$ cat config.mk
export PLATFORM = sky130hd
export DESIGN_NAME = mips_multicycle_ctrl
export DESIGN_NICKNAME = d
export VERILOG_FILES = /design/src/rtl/mips_ctrl_pkg.sv /design/src/rtl/mips_multicycle_ctrl_alu_dec.sv /design/src/rtl/mips_multicycle_ctrl.sv
export SDC_FILE = /design/constraint.sdc
export NUM_CORES = 1
export LEC_CHECK = 0
export ABC_AREA = 1
export CORE_MARGIN = 8
export CORE_UTILIZATION = 36
export DETAILED_ROUTE_END_ITERATION = 16
export PLACE_DENSITY = 0.79
export SETUP_SLACK_MARGIN = 0.1
export SYNTH_ARGS = -nofsm -noshare
export SYNTH_HDL_FRONTEND = slang
export SYNTH_SLANG_ARGS = --single-unit
export TNS_END_PERCENT = 1
$ cat constraint.sdc
create_clock -name clk -period 1.7 [get_ports clk]
set_input_delay 0.34 -clock clk [delete_from_list [all_inputs] [get_ports clk]]
set_output_delay 0.34 -clock clk [all_outputs]
set_load 0.03 [all_outputs]
$ cat src/rtl/mips_ctrl_pkg.sv
// mips_ctrl_pkg: shared types and constants for the multicycle MIPS controller.
//   state_t     - controller state encoding (FETCH=0 .. BNEEX=12)
//   OP_*        - instruction opcodes (IR[31:26])
//   FN_*        - R-type function codes (IR[5:0])
//   aluop_t     - FSM-to-ALU-decoder operation class
//   ALUC_*      - ALU control encodings
package mips_ctrl_pkg;

  typedef enum logic [3:0] {
    FETCH   = 4'd0,
    DECODE  = 4'd1,
    MEMADR  = 4'd2,
    MEMRD   = 4'd3,
    MEMWB   = 4'd4,
    MEMWR   = 4'd5,
    RTYPEEX = 4'd6,
    RTYPEWB = 4'd7,
    BEQEX   = 4'd8,
    ADDIEX  = 4'd9,
    ADDIWB  = 4'd10,
    JEX     = 4'd11,
    BNEEX   = 4'd12
  } state_t;

  localparam logic [5:0] OP_RTYPE = 6'b000000;
  localparam logic [5:0] OP_J     = 6'b000010;
  localparam logic [5:0] OP_BEQ   = 6'b000100;
  localparam logic [5:0] OP_BNE   = 6'b000101;
  localparam logic [5:0] OP_ADDI  = 6'b001000;
  localparam logic [5:0] OP_LW    = 6'b100011;
  localparam logic [5:0] OP_SW    = 6'b101011;

  localparam logic [5:0] FN_ADD = 6'b100000;
  localparam logic [5:0] FN_SUB = 6'b100010;
  localparam logic [5:0] FN_AND = 6'b100100;
  localparam logic [5:0] FN_OR  = 6'b100101;
  localparam logic [5:0] FN_SLT = 6'b101010;

  typedef enum logic [1:0] {
    ALUOP_ADD   = 2'b00,
    ALUOP_SUB   = 2'b01,
    ALUOP_FUNCT = 2'b10
  } aluop_t;

  localparam logic [2:0] ALUC_AND = 3'b000;
  localparam logic [2:0] ALUC_OR  = 3'b001;
  localparam logic [2:0] ALUC_ADD = 3'b010;
  localparam logic [2:0] ALUC_SUB = 3'b110;
  localparam logic [2:0] ALUC_SLT = 3'b111;

endpackage

$ cat src/rtl/mips_multicycle_ctrl_alu_dec.sv
// alu_dec: combinational ALU decoder.
//   aluop         in  operation class from the controller FSM
//   funct         in  R-type function field
//   alucontrol    out ALU operation select
//   illegal_funct out high when aluop selects funct decoding and funct is unknown
module alu_dec
  import mips_ctrl_pkg::*;
(
  input  aluop_t     aluop,
  input  logic [5:0] funct,
  output logic [2:0] alucontrol,
  output logic       illegal_funct
);

  // Map operation class (and funct for R-type) to the ALU control code.
  always_comb begin
    alucontrol    = ALUC_ADD;
    illegal_funct = 1'b0;
    case (aluop)
      ALUOP_ADD: alucontrol = ALUC_ADD;
      ALUOP_SUB: alucontrol = ALUC_SUB;
      ALUOP_FUNCT: begin
        case (funct)
          FN_ADD:  alucontrol = ALUC_ADD;
          FN_SUB:  alucontrol = ALUC_SUB;
          FN_AND:  alucontrol = ALUC_AND;
          FN_OR:   alucontrol = ALUC_OR;
          FN_SLT:  alucontrol = ALUC_SLT;
          default: begin
            // Unknown funct still yields an add so the datapath stays defined.
            alucontrol    = ALUC_ADD;
            illegal_funct = 1'b1;
          end
        endcase
      end
      default: alucontrol = ALUC_ADD;
    endcase
  end

endmodule

$ cat src/rtl/mips_multicycle_ctrl.sv
// mips_multicycle_ctrl: Moore control FSM for the multicycle MIPS datapath.
// Optional feature macro: MIPS_CTRL_BNE_EN (adds bne via state BNEEX=12).
// Ports:
//   clk, rst      clock (rising edge) and synchronous active-high reset
//   op, funct     instruction opcode and function field
//   zero          ALU zero flag (branch resolution)
//   iord, memwrite, irwrite, regdst, memtoreg, regwrite,
//   alusrca, alusrcb, pcsrc, alucontrol, pcen   datapath controls
//   illegal       one-cycle pulse on an undecodable op/funct
//   dbg_state     current state encoding
module mips_multicycle_ctrl
  import mips_ctrl_pkg::*;
#(
  parameter int STATE_W = 4
) (
  input  logic               clk,
  input  logic               rst,
  input  logic [5:0]         op,
  input  logic [5:0]         funct,
  input  logic               zero,
  output logic               iord,
  output logic               memwrite,
  output logic               irwrite,
  output logic               regdst,
  output logic               memtoreg,
  output logic               regwrite,
  output logic               alusrca,
  output logic [1:0]         alusrcb,
  output logic [1:0]         pcsrc,
  output logic [2:0]         alucontrol,
  output logic               pcen,
  output logic               illegal,
  output logic [STATE_W-1:0] dbg_state
);

  state_t state_r;
  state_t next_state_s;

  aluop_t aluop_s;
  logic   pcwrite_s;
  logic   branch_s;
  logic   branch_ne_s;
  logic   illegal_op_s;
  logic   illegal_funct_s;
  logic   irwrite_s;
  logic   memwrite_s;
  logic   regwrite_s;

  // State register; reset returns to FETCH and abandons any in-flight instruction.
  always_ff @(posedge clk) begin
    if (rst) begin
      state_r <= FETCH;
    end else begin
      state_r <= next_state_s;
    end
  end

  // Next-state and per-state raw controls (before reset gating).
  always_comb begin
    next_state_s = FETCH;
    aluop_s      = ALUOP_ADD;
    pcwrite_s    = 1'b0;
    branch_s     = 1'b0;
    branch_ne_s  = 1'b0;
    illegal_op_s = 1'b0;
    irwrite_s    = 1'b0;
    memwrite_s   = 1'b0;
    regwrite_s   = 1'b0;
    iord         = 1'b0;
    regdst       = 1'b0;
    memtoreg     = 1'b0;
    alusrca      = 1'b0;
    alusrcb      = 2'b00;
    pcsrc        = 2'b00;
    case (state_r)
      FETCH: begin
        alusrcb      = 2'b01;
        irwrite_s    = 1'b1;
        pcwrite_s    = 1'b1;
        next_state_s = DECODE;
      end
      DECODE: begin
        // Branch target (PC+4 + offset<<2) is precomputed here into ALUOut.
        alusrcb = 2'b11;
        case (op)
          OP_LW, OP_SW: next_state_s = MEMADR;
          OP_RTYPE:     next_state_s = RTYPEEX;
          OP_BEQ:       next_state_s = BEQEX;
          OP_ADDI:      next_state_s = ADDIEX;
          OP_J:         next_state_s = JEX;
`ifdef MIPS_CTRL_BNE_EN
          OP_BNE:       next_state_s = BNEEX;
`endif
          default: begin
            next_state_s = FETCH;
            illegal_op_s = 1'b1;
          end
        endcase
      end
      MEMADR: begin
        alusrca = 1'b1;
        alusrcb = 2'b10;
        if (op == OP_SW) begin
          next_state_s = MEMWR;
        end else begin
          next_state_s = MEMRD;
        end
      end
      MEMRD: begin
        iord         = 1'b1;
        next_state_s = MEMWB;
      end
      MEMWB: begin
        regwrite_s   = 1'b1;
        memtoreg     = 1'b1;
        next_state_s = FETCH;
      end
      MEMWR: begin
        iord         = 1'b1;
        memwrite_s   = 1'b1;
        next_state_s = FETCH;
      end
      RTYPEEX: begin
        alusrca      = 1'b1;
        aluop_s      = ALUOP_FUNCT;
        next_state_s = RTYPEWB;
      end
      RTYPEWB: begin
        regdst       = 1'b1;
        regwrite_s   = 1'b1;
        next_state_s = FETCH;
      end
      BEQEX: begin
        alusrca      = 1'b1;
        aluop_s      = ALUOP_SUB;
        branch_s     = 1'b1;
        pcsrc        = 2'b01;
        next_state_s = FETCH;
      end
      ADDIEX: begin
        alusrca      = 1'b1;
        alusrcb      = 2'b10;
        next_state_s = ADDIWB;
      end
      ADDIWB: begin
        regwrite_s   = 1'b1;
        next_state_s = FETCH;
      end
      JEX: begin
        pcsrc        = 2'b10;
        pcwrite_s    = 1'b1;
        next_state_s = FETCH;
      end
`ifdef MIPS_CTRL_BNE_EN
      BNEEX: begin
        alusrca      = 1'b1;
        aluop_s      = ALUOP_SUB;
        branch_ne_s  = 1'b1;
        pcsrc        = 2'b01;
        next_state_s = FETCH;
      end
`endif
      default: begin
        // Unused encodings recover to FETCH with every enable low.
        next_state_s = FETCH;
      end
    endcase
  end

  alu_dec u_alu_dec (
    .aluop         (aluop_s),
    .funct         (funct),
    .alucontrol    (alucontrol),
    .illegal_funct (illegal_funct_s)
  );

  // Enable outputs; reset suppresses every write so no partial update escapes.
  always_comb begin
    irwrite  = 1'b0;
    memwrite = 1'b0;
    regwrite = 1'b0;
    pcen     = 1'b0;
    illegal  = 1'b0;
    if (rst) begin
      irwrite  = 1'b0;
      memwrite = 1'b0;
      regwrite = 1'b0;
      pcen     = 1'b0;
      illegal  = 1'b0;
    end else begin
      irwrite  = irwrite_s;
      memwrite = memwrite_s;
      regwrite = regwrite_s;
`ifdef MIPS_CTRL_BNE_EN
      pcen     = pcwrite_s | (branch_s & zero) | (branch_ne_s & ~zero);
`else
      pcen     = pcwrite_s | (branch_s & zero);
`endif
      illegal  = illegal_op_s | ((state_r == RTYPEEX) & illegal_funct_s);
    end
  end

  assign dbg_state = STATE_W'(state_r);

endmodule

======== Word level (Yosys, flattened, before mapping) ========
Cells that the tools add are included.
word-level totals
  register bits ........................... 4
  ROM bits ................................ 0
  latch bits .............................. 0
  memories ................................ 0
  output and inout port bits .............. 20
  input bits .............................. 15
  memory bits (writable) .................. 0
operators by class
  multiply operators ...................... 0
  mux-type cells .......................... 26
  reduce and logical (&&, ||, !) cells .... 10
  shift-type cells ........................ 0
  order comparisons ....................... 0
  equality and inequality tests ........... 23
  add/sub/neg operators ................... 0
  bitwise operators ....................... 4
  divide/modulo/power cells ............... 0
operators by type and width
  kind                                                                   count
  6-bit equality test, second input constant                             7
  4-bit case mux with 6 select lines                                     1
  4-bit case mux with 5 select lines                                     1
  1-bit 2-to-1 mux                                                       18
  4-bit by 3-bit equality test with 1-bit output, second input constant  4
  4-bit equality test, second input constant                             4
  3-bit case mux with 4 select lines                                     1
  4-bit by 2-bit equality test with 1-bit output, second input constant  2
  2-bit case mux with 2 select lines                                     2
  2-bit OR reduction                                                     4
  6-bit by 2-bit equality test with 1-bit output, second input constant  1
  6-bit by 3-bit equality test with 1-bit output, second input constant  1
  6-bit by 4-bit equality test with 1-bit output, second input constant  1
  6-bit logical NOT                                                      1
  2-bit case mux with 3 select lines                                     1
  3-bit case mux with 2 select lines                                     1
  6-bit OR reduction                                                     1
  5-bit OR reduction                                                     1
  4-bit by 1-bit equality test with 1-bit output, second input constant  1
  4-bit logical NOT                                                      1
  4-bit OR reduction                                                     1
  3-bit 2-to-1 mux                                                       1
  3-bit OR reduction                                                     1
  1-bit bitwise AND                                                      2
  other kinds (3)                                                        4

======== Logic depth before layout (Yosys ltp) ========
  depth in word-level cells ............... 7
  gate-level depth with buffers ........... 9
  gate-level depth less buffers ........... 9

======== Hierarchy ========
From an unflattened synthesis, not the netlist that was laid out.
unflattened totals
  cell total of the unflattened synthesis .. 127
  area, all modules ....................... 685.7 sq um
by module, submodules not included
  module                cells an instance  area an instance (sq um)  times used
  mips_multicycle_ctrl  94                 486.7                     1
  alu_dec               33                 198.9                     1

======== Least setup slack after synthesis ========
No wires, ideal clock.
  path kind ............................... reg-to-output
  start point ............................. reg state_r[1] (netlist: dbg_state[1])
  end point ............................... out alucontrol[2]
  data required time ...................... 1.360 ns
  cell stages (with the launch flop) ...... 7
  arrival ................................. 2.068 ns
  setup slack ............................. -0.708 ns
  cells stage by stage .................... dfxtp_1 > nor2_1 > inv_1 > nor2_1 > inv_1 > ha_1 > nor2_1
between the ends
  longest elaborated chain between the ends .. 4
  elaborated cells between the ends (all ways) .. 6
RTL lines
  item                                                                                   line                                text
  start, declared                                                                        mips_multicycle_ctrl.sv:36          state_t state_r;
  start signal, assigned                                                                 mips_multicycle_ctrl.sv:54          state_r <= next_state_s;
  4-bit equality test or 4-bit by 3-bit equality test with 1-bit output (tied branches)  mips_multicycle_ctrl.sv:75          case (state_r)
  2-bit case mux with 2 select lines *                                                   mips_multicycle_ctrl.sv:75
  2-bit equality test or 2-bit by 1-bit equality test with 1-bit output (tied branches)  mips_multicycle_ctrl_alu_dec.sv:19  case (aluop)
  3-bit case mux with 2 select lines *                                                   mips_multicycle_ctrl_alu_dec.sv:19
  end, declared                                                                          mips_multicycle_ctrl.sv:30          output logic [2:0] alucontrol,
Mark *: on every way between the ends. The rest lies on a longest branch, timed or not.

======== Worst setup path in the final report ========
  start point ............................. reg state_r[0] (netlist: dbg_state[0])
  end point ............................... out alucontrol[1]
Same word-level chain as after synthesis.

==> summary.txt <==
Setup path
  – Arrival time worst endpoint: 1.59 ns
  – Crit Path Class: register to primary output
  – Worst setup SP type: register
  – R2R Setup Slk: 0.26 ns
  – CP Data Required Time: 1.36 ns
  – R2r endpoint: dbg_state[2]
  – CP endpoint kind: primary output
  – FF-to-FF Start: dbg_state[3]
  – R2R cell count: 9
  – Max FO, Critical Path: 5

Logic synthesis
  – Synth warnings: 0
  – Seq cells post-synth: 4
  – Cell count after synthesis: 117
  – Register area share after synthesis: 0.136
  – Post-Syn Nets: 134
  – Yosys cell types: 15
  – Syn Area/Cell: 5.04 um2
  – Cell area after synthesis: 589 um2

Placement
  – GPL Wtd Cong: 0.824
  – Dpl hpwl: 1960 um
  – Placed cells: 188
  – PortBufs: 34

CTS
  – Hold_buf cts: 0
  – Root Driver: clkbuf_4
  – Sink Count: 4
  – Clock Path Buffers: 2
  – H-tree Lvls: 1
  – TritonCTS buffer count: 3
  – CTS tree: done
  – Clk_lat worst skew: 0.25 ns
  – Worst-path clk slew: 0.05 ns

Power
  – Pwr per Cell Area: 329 nW/um2
  – Lkg Pwr: 0.000725 uW
  – Switch share: 0.413
  – Int Power: 270 uW
  – Sw Pwr: 189 uW
  – Total Power: 459 uW
  – Clk network pwr share: 0.284
  – Seq pwr share: 0.221
  – Maximum vdd drop: 0.544 mV
  – Comb pwr share: 0.495

Timing
  – Final period utilization: 1.14
  – Clock Skew: 0.0175 ns
  – Setup repair after global routing missed its margin: yes
  – Setup ws final: -0.230 ns
  – Fin crit period: 1.93 ns
  – Final Hold Viols: 0
  – Slew @ Worst Pin: 0.323 ns
  – Slew Viols, Final: 0
  – Max_slew headroom: 0.786
  – Final number of setup-violating endpoints: 12
  – Worst hold slack: 0.693 ns
  – FMAX: 0.518 GHz

Global routing
  – Layer with the highest usage: met2
  – Global-route track usage on met1: 0.206
  – Vias in the first global route: 1,170
  – Initial antenna violation count: 0
  – GRT Overall Usage: 0.200
  – Largest net degree at the start of global routing: 8
  – Met2 Usage GRT: 0.357
  – Met3 Usage GRT: 0.0539
  – Grt total ovfl: 0
  – First-pass GRT wire length: 5330 um

Cells and area
  – Max FFs per register: 4
  – Share of post-route cells with drive strength above 1: 0.545
  – Fin cells: 203
  – Total Nets Final: 206
  – Diode count: 0
  – Area grow syn2layout: 137%

Outcome
  – Status: finished with violations
  – Failing checks: negative setup slack

Floorplanning
  – Core Rows: 14
  – IO Count: 35
  – Die height: 56.5 um
  – DIE AREA: 3190 um2
  – Die width: 56.5 um
  – Core area: 1520 um2
  – Initial Utilization: 0.387

Worst hold path
  – Hold Crit Class: input pin to register
  – Worst hold start: op[2]
  – Min-Delay Path Depth: 6
  – Worst Hold Path EP: dbg_state[2]

Route
  – Vias per cell: 5.88
  – Antenna viol nets, final: 0
  – First-pass iteration count of the detailed router: 4
  – Post-Route WL: 4100 um
  – Vias: 1,194
  – Routed len/inst: 20.2 um
  – Residual DRC: 0
  – Initial DRC count: 69

Run
  – Maxcap violations: 0
## power groups by stage
| stage | registers (uW) | clock network (uW) | logic, uW |
|---|---|---|---|
| after floorplan | 109 | 0 | 87.3 |
| after global placement | 103 | 0 | 186 |
| after detailed placement | 103 | 0 | 189 |
| after CTS | 102 | 125 | 199 |
| after global routing | 101 | 138 | 238 |
| final | 101 | 131 | 227 |
## critical path: stages (launching register included)
cell and delay [ns]:
dfxtp_4 0.37, inv_2 0.06, nand2_2 0.06, buf_4 0.16, inv_2 0.07, nand2_2 0.08, ha_4 0.18, a21oi_4 0.16
nand2_2 0.07, buf_6 0.14
## worst max-delay path by stage
stage,from,to,slack [ns],cells after the start
after floorplan,dbg_state[1],illegal,-0.04,9
after global placement,op[4],illegal,-0.76,8
after detailed placement,op[4],illegal,-0.82,8
after CTS,dbg_state[0],alucontrol[1],-0.17,9
after global routing,dbg_state[3],illegal,-0.29,9
final,dbg_state[0],alucontrol[1],-0.23,9
## cells in the mapped netlist
master / number / area, um2
a21boi_0: 1 / 7.51
a21oi_1: 7 / 35.0
a31oi_1: 1 / 6.26
buf_1: 1 / 3.75
dfxtp_1: 4 / 80.1
ha_1: 2 / 25.0
inv_1: 25 / 93.8
nand2_1: 22 / 82.6
nand2_2: 1 / 6.26
nand3_1: 15 / 75.1
nand4_1: 3 / 18.8
nor2_1: 28 / 105
nor2_4: 2 / 22.5
o21ai_0: 3 / 15.0
o22ai_1: 2 / 12.5
## per-layer routing
metal | vias up | part of all wire
met5 | - | 0
met4 | 0 | 0.081
met3 | 35 | 0.092
met2 | 104 | 0.48
met1 | 541 | 0.34
li1 | 514 | -
## through the flow
stage	setup WS, ns	cell area (um2)	setup TNS [ns]	utilization
4_1_cts	-0.174	1350	-0.681	0.888
3_3_place_gp	-0.764	1160	-1.76	0.759
5_1_grt	-0.287	1390	-1.99	0.915
2_1_floorplan	-0.0352	673	-0.0658	-
6_report	-0.230	1390	-1.20	0.915
3_5_place_dp	-0.817	1160	-1.97	0.759
## what timing repair did
action / in CTS / in global routing
setup endpoints to repair: 16 / 16
resized for setup: 59 / 13
setup buffers: 11 / 1
pin swaps: 16 / 6
## placed cells by master (no fill, tap or decap), drive strengths merged
cell           Yosys  routed
o21ai              3       3
clkdlybuf4s50      0       2
clkbuf             0       4
dfxtp              4       4
nand2             23      23
ha                 2       2
nand4              3       3
inv               25      25
buf                1      50
o22ai              2       2
clkdlybuf4s15      0       2
a21oi              7       7
nand3             15      15
nor2              30      30
a31oi              1       1
dlygate4sd2        0      13
a21boi             1       1
## layout make-up
class | count | area, um2
inverters | 25 | 93.8
well taps | 16 | 20.0
flip-flops and latches | 4 | 92.6
fillers | 70 | 130
clock buffers | 3 | 22.5
repair buffers | 68 | 568
multi-input cells | 87 | 597
## cell families after synthesis
logic type | Yosys count | share of synthesized area
flops | 4 | 0.136
compound gates | 14 | 0.130
fa+ha+maj | 2 | 0.0425
simple gates | 71 | 0.527
buf+inv | 26 | 0.166
Power figures use the tool's default switching activity.
==> patch 1: new RTL, same settings <==
Add a define of `MIPS_CTRL_BNE_EN`.
--- a/src/rtl/mips_multicycle_ctrl.sv
+++ b/src/rtl/mips_multicycle_ctrl.sv
@@ -8,6 +8,8 @@
 //   alusrca, alusrcb, pcsrc, alucontrol, pcen   datapath controls
 //   illegal       one-cycle pulse on an undecodable op/funct
 //   dbg_state     current state encoding
+`define MIPS_CTRL_BNE_EN
+
 module mips_multicycle_ctrl
   import mips_ctrl_pkg::*;
 #(
Behaviour: not the same (a bounded check fails within 4 cycles, from zero or initial values and one cycle with rst high).
==> patch 1 against the unedited design <==
The run still ends with negative setup slack left; clock skew decreased by 12 ps; hold slack lost 76 ps; wire length shrank 24%; total power rose by 1.2%; via count shrank 8.7%; sequential cell count stayed put; register-to-register slack better by 130 ps; area after synthesis rose by 8.9%; count of clock-buffer cells in the layout grew 1; setup slack got worse by 100 ps; non-clock buffer count decreased by 1; cell area rose by 6.3%; highest routed layer unchanged.
==> patch 1: results (changes against the unedited design) <==
outcome: "complete, but fails checks"  # unchanged
violations: "negative setup slack"  # unchanged
cp_max_fo: 4  # was 5
min_to: "dbg_state[1]"  # was dbg_state[2]
grt_pass1_wl_mm: 4.67  # was 5.33 mm
synth_nets: 146  # was 134
avgSynthCellArea_um2: 4.98  # was 5.04 um^2
gp_congestion: 0.864  # was 0.824
yosys-top-cells-area: "nor2_1, inv_1, nand2_1"  # unchanged
grt_usage_pct: 16.5  # was 20.0%
first_iter_violations: 42  # was 69
ys_types: 17  # was 15
fin_hold_ws_ps: 617  # was 693 ps
die_area_um2: 3390  # was 3190 um^2
syn_to_final_growth_pct: 131  # was 137%
hp-start: "op[5]"  # was op[2]
synth_top_cells_by_count: "nor2_1, inv_1, nand2_1, nand3_1, a21oi_1"  # unchanged
dp_hpwl_mm: 2.21  # was 1.96 mm
fin_skew_ps: 5.52  # was 17.5 ps
fin_ws_ps: -330  # was -230 ps
io_buffers: 34  # unchanged
slew-limit-headroom_pct: 71.7  # was 78.6%
r2r_start: "dbg_state[1]"  # was dbg_state[3]
dr_total_vias: 1090  # was 1194
crit_arrival_ps: 1690  # was 1590 ps
grt_max_degree: 7  # was 8
ys_warn_count: 0  # unchanged
clk_latency_ps: 230  # was 250 ps
clockRootBuffer: "clkbuf_4"  # unchanged
place_area_um2: 1260  # was 1160 um^2
ctsLongestPathBuffers: 2  # unchanged
holdPathStages: 5  # was 6
reg2reg_slack_ps: 390  # was 260 ps
dr.pass1.iters: 4  # unchanged
ys_seq_area_share_pct: 12.5  # was 13.6%
worstReg2RegEnd: "dbg_state[1]"  # was dbg_state[2]
wire_per_inst_um: 14.0  # was 20.2 um
layout-drive-gt1-share_pct: 50.3  # was 54.5%
layout.cells.non_filler: 224  # was 203
setup_viol: 10  # was 12
ir_worst_vdd_mv: 0.410  # was 0.544 mV
synthArstFlopShare_pct: 0  # unchanged
max_stage_delay_ps: 350  # was 370 ps
grt_pass1_vias: 1079  # was 1170
power_leakage_uw: 0.000827  # was 0.000725 uW
cts_inserted_buffers: 3  # unchanged
fill_cells: 94  # was 70
## patch 1: cell count changes in the layout (fill, tap and decap cells not counted), sizes merged, moves of 2 or more
cell | before | now
clkdlybuf4s50 | 2 | 6
dlygate4sd2 | 13 | 6
o21ai | 3 | 5
clkdlybuf4s15 | 2 | 0
o22ai | 2 | 0
dlymetal6s2s | 0 | 6
inv | 25 | 29
nand2 | 23 | 28
a21oi | 7 | 11
nand3 | 15 | 12
## patch 1: logic make-up after synthesis
group | count (synthesis) | synth area share [%]
compound gates | 17 | 14.2
xor+xnor | 1 | 1.36
fa+ha+maj | 2 | 3.90
buf+inv | 30 | 17.5
flops | 4 | 12.5
simple gates | 75 | 50.5
## patch 1: layer usage
layer,global-route usage [%],wire (um),share of wire [%],up-vias
met4,4.55,36,1.2,0
li1,-,-,-,546
met5,0,0,0,-
met2,31.8,1680,54,29
met3,1.99,138,4.4,4
met1,18.1,1270,41,511
## patch 1: timing repair
action | CTS | global route
hold buffers | 0 | 0
gates resized for setup | 36 | 29
pin swaps | 9 | 9
endpoints found under the setup margin | 17 | 16
setup buffers | 2 | 2
cloned | 0 | 0
## patch 1: cell type report
type                    count  area share, %
clock buffers               4           1.77
inverters                  29           7.69
multi-input cells          95           40.5
flip-flops and latches      4           6.25
well taps                  25           2.11
repair buffers             67           41.6
## patch 1: worst max path at each step
stage                             from  depth (start not counted)  slack, ps             to
after floorplan           dbg_state[0]                         10       -160  alucontrol[0]
after global placement        funct[2]                          7       -420  alucontrol[1]
after detailed placement      funct[2]                          7       -480  alucontrol[1]
after CTS                 dbg_state[1]                         11       -310  alucontrol[2]
after global routing      dbg_state[0]                         11       -380  alucontrol[2]
final                     dbg_state[0]                         11       -330  alucontrol[2]
## patch 1: through the flow
step                      setup WS (ps)  TNS, ps
after floorplan                    -159     -501
after global placement             -421    -1220
after detailed placement           -484    -1430
after CTS                          -314    -1280
after global routing               -384    -2110
final                              -330    -1620
## patch 1: critical path: cells and delay by family (launching register included)
kind	cells	cell delay, ps
simple gates	4	420
compound gates	1	90
fa+ha+maj	1	210
buf+inv	5	400
flops	1	350
## patch 1: power breakdown
group	switching, uW	internal, uW	total, uW
clock	35.2	87.9	123
combinational	130	111	241
sequential	4.86	95.5	100
==> patch 2: new RTL, same settings <==
Without the edit above. Register the inputs `op` and `funct` before use. The logic sees them one clock later. The other inputs are not delayed to match. Comments in the files are not updated.
--- a/src/rtl/mips_multicycle_ctrl.sv
+++ b/src/rtl/mips_multicycle_ctrl.sv
@@ -33,6 +33,14 @@
   output logic [STATE_W-1:0] dbg_state
 );
 
+  logic [5:0] op_q;
+  logic [5:0] funct_q;
+
+  always_ff @(posedge clk) begin
+    op_q    <= op;
+    funct_q <= funct;
+  end
+
   state_t state_r;
   state_t next_state_s;
 
@@ -82,7 +90,7 @@
       DECODE: begin
         // Branch target (PC+4 + offset<<2) is precomputed here into ALUOut.
         alusrcb = 2'b11;
-        case (op)
+        case (op_q)
           OP_LW, OP_SW: next_state_s = MEMADR;
           OP_RTYPE:     next_state_s = RTYPEEX;
           OP_BEQ:       next_state_s = BEQEX;
@@ -100,7 +108,7 @@
       MEMADR: begin
         alusrca = 1'b1;
         alusrcb = 2'b10;
-        if (op == OP_SW) begin
+        if (op_q == OP_SW) begin
           next_state_s = MEMWR;
         end else begin
           next_state_s = MEMRD;
@@ -169,7 +177,7 @@
 
   alu_dec u_alu_dec (
     .aluop         (aluop_s),
-    .funct         (funct),
+    .funct         (funct_q),
     .alucontrol    (alucontrol),
     .illegal_funct (illegal_funct_s)
   );
Formal check against the unedited RTL: not equivalent (a bounded check fails within 4 cycles, from zero or initial values and one cycle with rst high).
==> patch 2 against the unedited design <==
The flow still finishes with violations (negative setup slack); critical path depth fell by 3; register-to-register slack improved by 190 ps; setup slack worse by 49 ps; sequential share of layout area grew 16 points; sequential cell count up 12; total power is 69% higher; sequential power grew to 4.0 times the old value; area after synthesis rose by 47%; cell area rose by 6.2%; maximum frequency shrank 2.5%; non-clock buffer count shrank 19; wire length is 37% lower; first-iteration DRC count fell by 58%; largest power group is now registers.
==> patch 2: results (changes against the unedited design) <==
reg2reg_depth: 9  # unchanged
dp_hpwl_mm: 2.07  # was 1.96 mm
post-place-ws_ps: -44.4  # was -817 ps
met1_usage_pct: 12.0  # was 20.6%
tns_ps: -1190  # was -1200 ps
cp_max_fo: 4  # was 5
grt_use_met2_pct: 22.1  # was 35.7%
finalWirelength_mm: 2.59  # was 4.10 mm
hp-start: "op[0]"  # was op[2]
fin_hold_ws_ps: 493  # was 693 ps
synth_nets: 153  # was 134
synth_top_cells_by_count: "nor2_1, inv_1, nand2_1, dfxtp_1, nand3_1"  # was nor2_1, inv_1, nand2_1, nand3_1, a21oi_1
clk_latency_ps: 280  # was 250 ps
setup_viol: 9  # was 12
reg2reg_slack_ps: 450  # was 260 ps
path_clk_slew_ps: 90  # was 50 ps
power_density_nw_per_um2: 524  # was 329 nW/um^2
ir_worst_vdd_mv: 0.427  # was 0.544 mV
worstSetupStartpoint: "dbg_state[1]"  # was dbg_state[0]
outcome: "complete, but fails checks"  # unchanged
holdPathStages: 1  # was 6
ctsLongestPathBuffers: 2  # unchanged
post_cts_buffers: 0  # was 11
slew-limit-headroom_pct: 78.0  # was 78.6%
clockRootBuffer: "clkbuf_4"  # unchanged
fin_skew_ps: 7.03  # was 17.5 ps
crit_arrival_ps: 1640  # was 1590 ps
htreeDepth: 1  # unchanged
ys_types: 18  # was 15
grt_max_degree: 10  # was 8
first_iter_violations: 29  # was 69
dr.pass1.iters: 5  # was 4
internal_power_uw: 562  # was 270 uW
wl_met3_um: 163  # was 377 um
postCtsResizedCells: 26  # was 59
grt_usage_pct: 12.1  # was 20.0%
endpoint: "alucontrol[2]"  # was alucontrol[1]
gp_congestion: 0.910  # was 0.824
route.met2.wl_mm: 1.38  # was 1.99 mm
fill_cells: 211  # was 70
ys_warn_count: 0  # unchanged
fin_ws_ps: -279  # was -230 ps
layout-drive-gt1-share_pct: 38.0  # was 54.5%
avgSynthCellArea_um2: 6.40  # was 5.04 um^2
p_comb_share_pct: 22.5  # was 49.5%
dr_total_vias: 990  # was 1194
wire_per_inst_um: 12.0  # was 20.2 um
grt_pass1_vias: 999  # was 1170
ys_seq_area_share_pct: 37.0  # was 13.6%
grt_use_met3_pct: 2.58  # was 5.39%
violations: "negative setup slack"  # unchanged
min_to: "op_q[0]"  # was dbg_state[2]
grt_pass1_wl_mm: 4.13  # was 5.33 mm
clkPwrFrac_pct: 25.5  # was 28.4%
met1_length_mm: 1.02  # was 1.40 mm
place_area_um2: 1360  # was 1160 um^2
power_leakage_uw: 0.000733  # was 0.000725 uW
yosys-top-cells-area: "dfxtp_1, nor2_1, inv_1"  # was nor2_1, inv_1, nand2_1
[patch 2: critical path, stage by stage (launching register included)]
cell and delay, ps:
dfxtp_4 390, buf_4 120, nand4_1 160, ha_1 370
inv_1 80, nor2_4 100, buf_6 130
[patch 2: cell families (layout without fill, tap and decap cells)]
group                    after synthesis  in the layout  synth area share (%)
AO/OA/AOI/OAI                         13             13                  8.68
buffers and inverters                 31             83                  13.5
adder cells (fa/ha/maj)                3              3                  4.34
AND/OR/NAND/NOR                       72             72                  36.5
flip-flops                            16             16                  37.0
[patch 2: final cells by class]
| type | instances | area, um^2 | area share, % |
|---|---|---|---|
| multi-input combinational | 88 | 536 | 36.2 |
| timing repair buffer | 49 | 428 | 28.9 |
| sequential | 16 | 335 | 22.7 |
| inverter | 30 | 120 | 8.11 |
| tap | 28 | 35.0 | 2.37 |
| clock buffer | 4 | 26.3 | 1.78 |
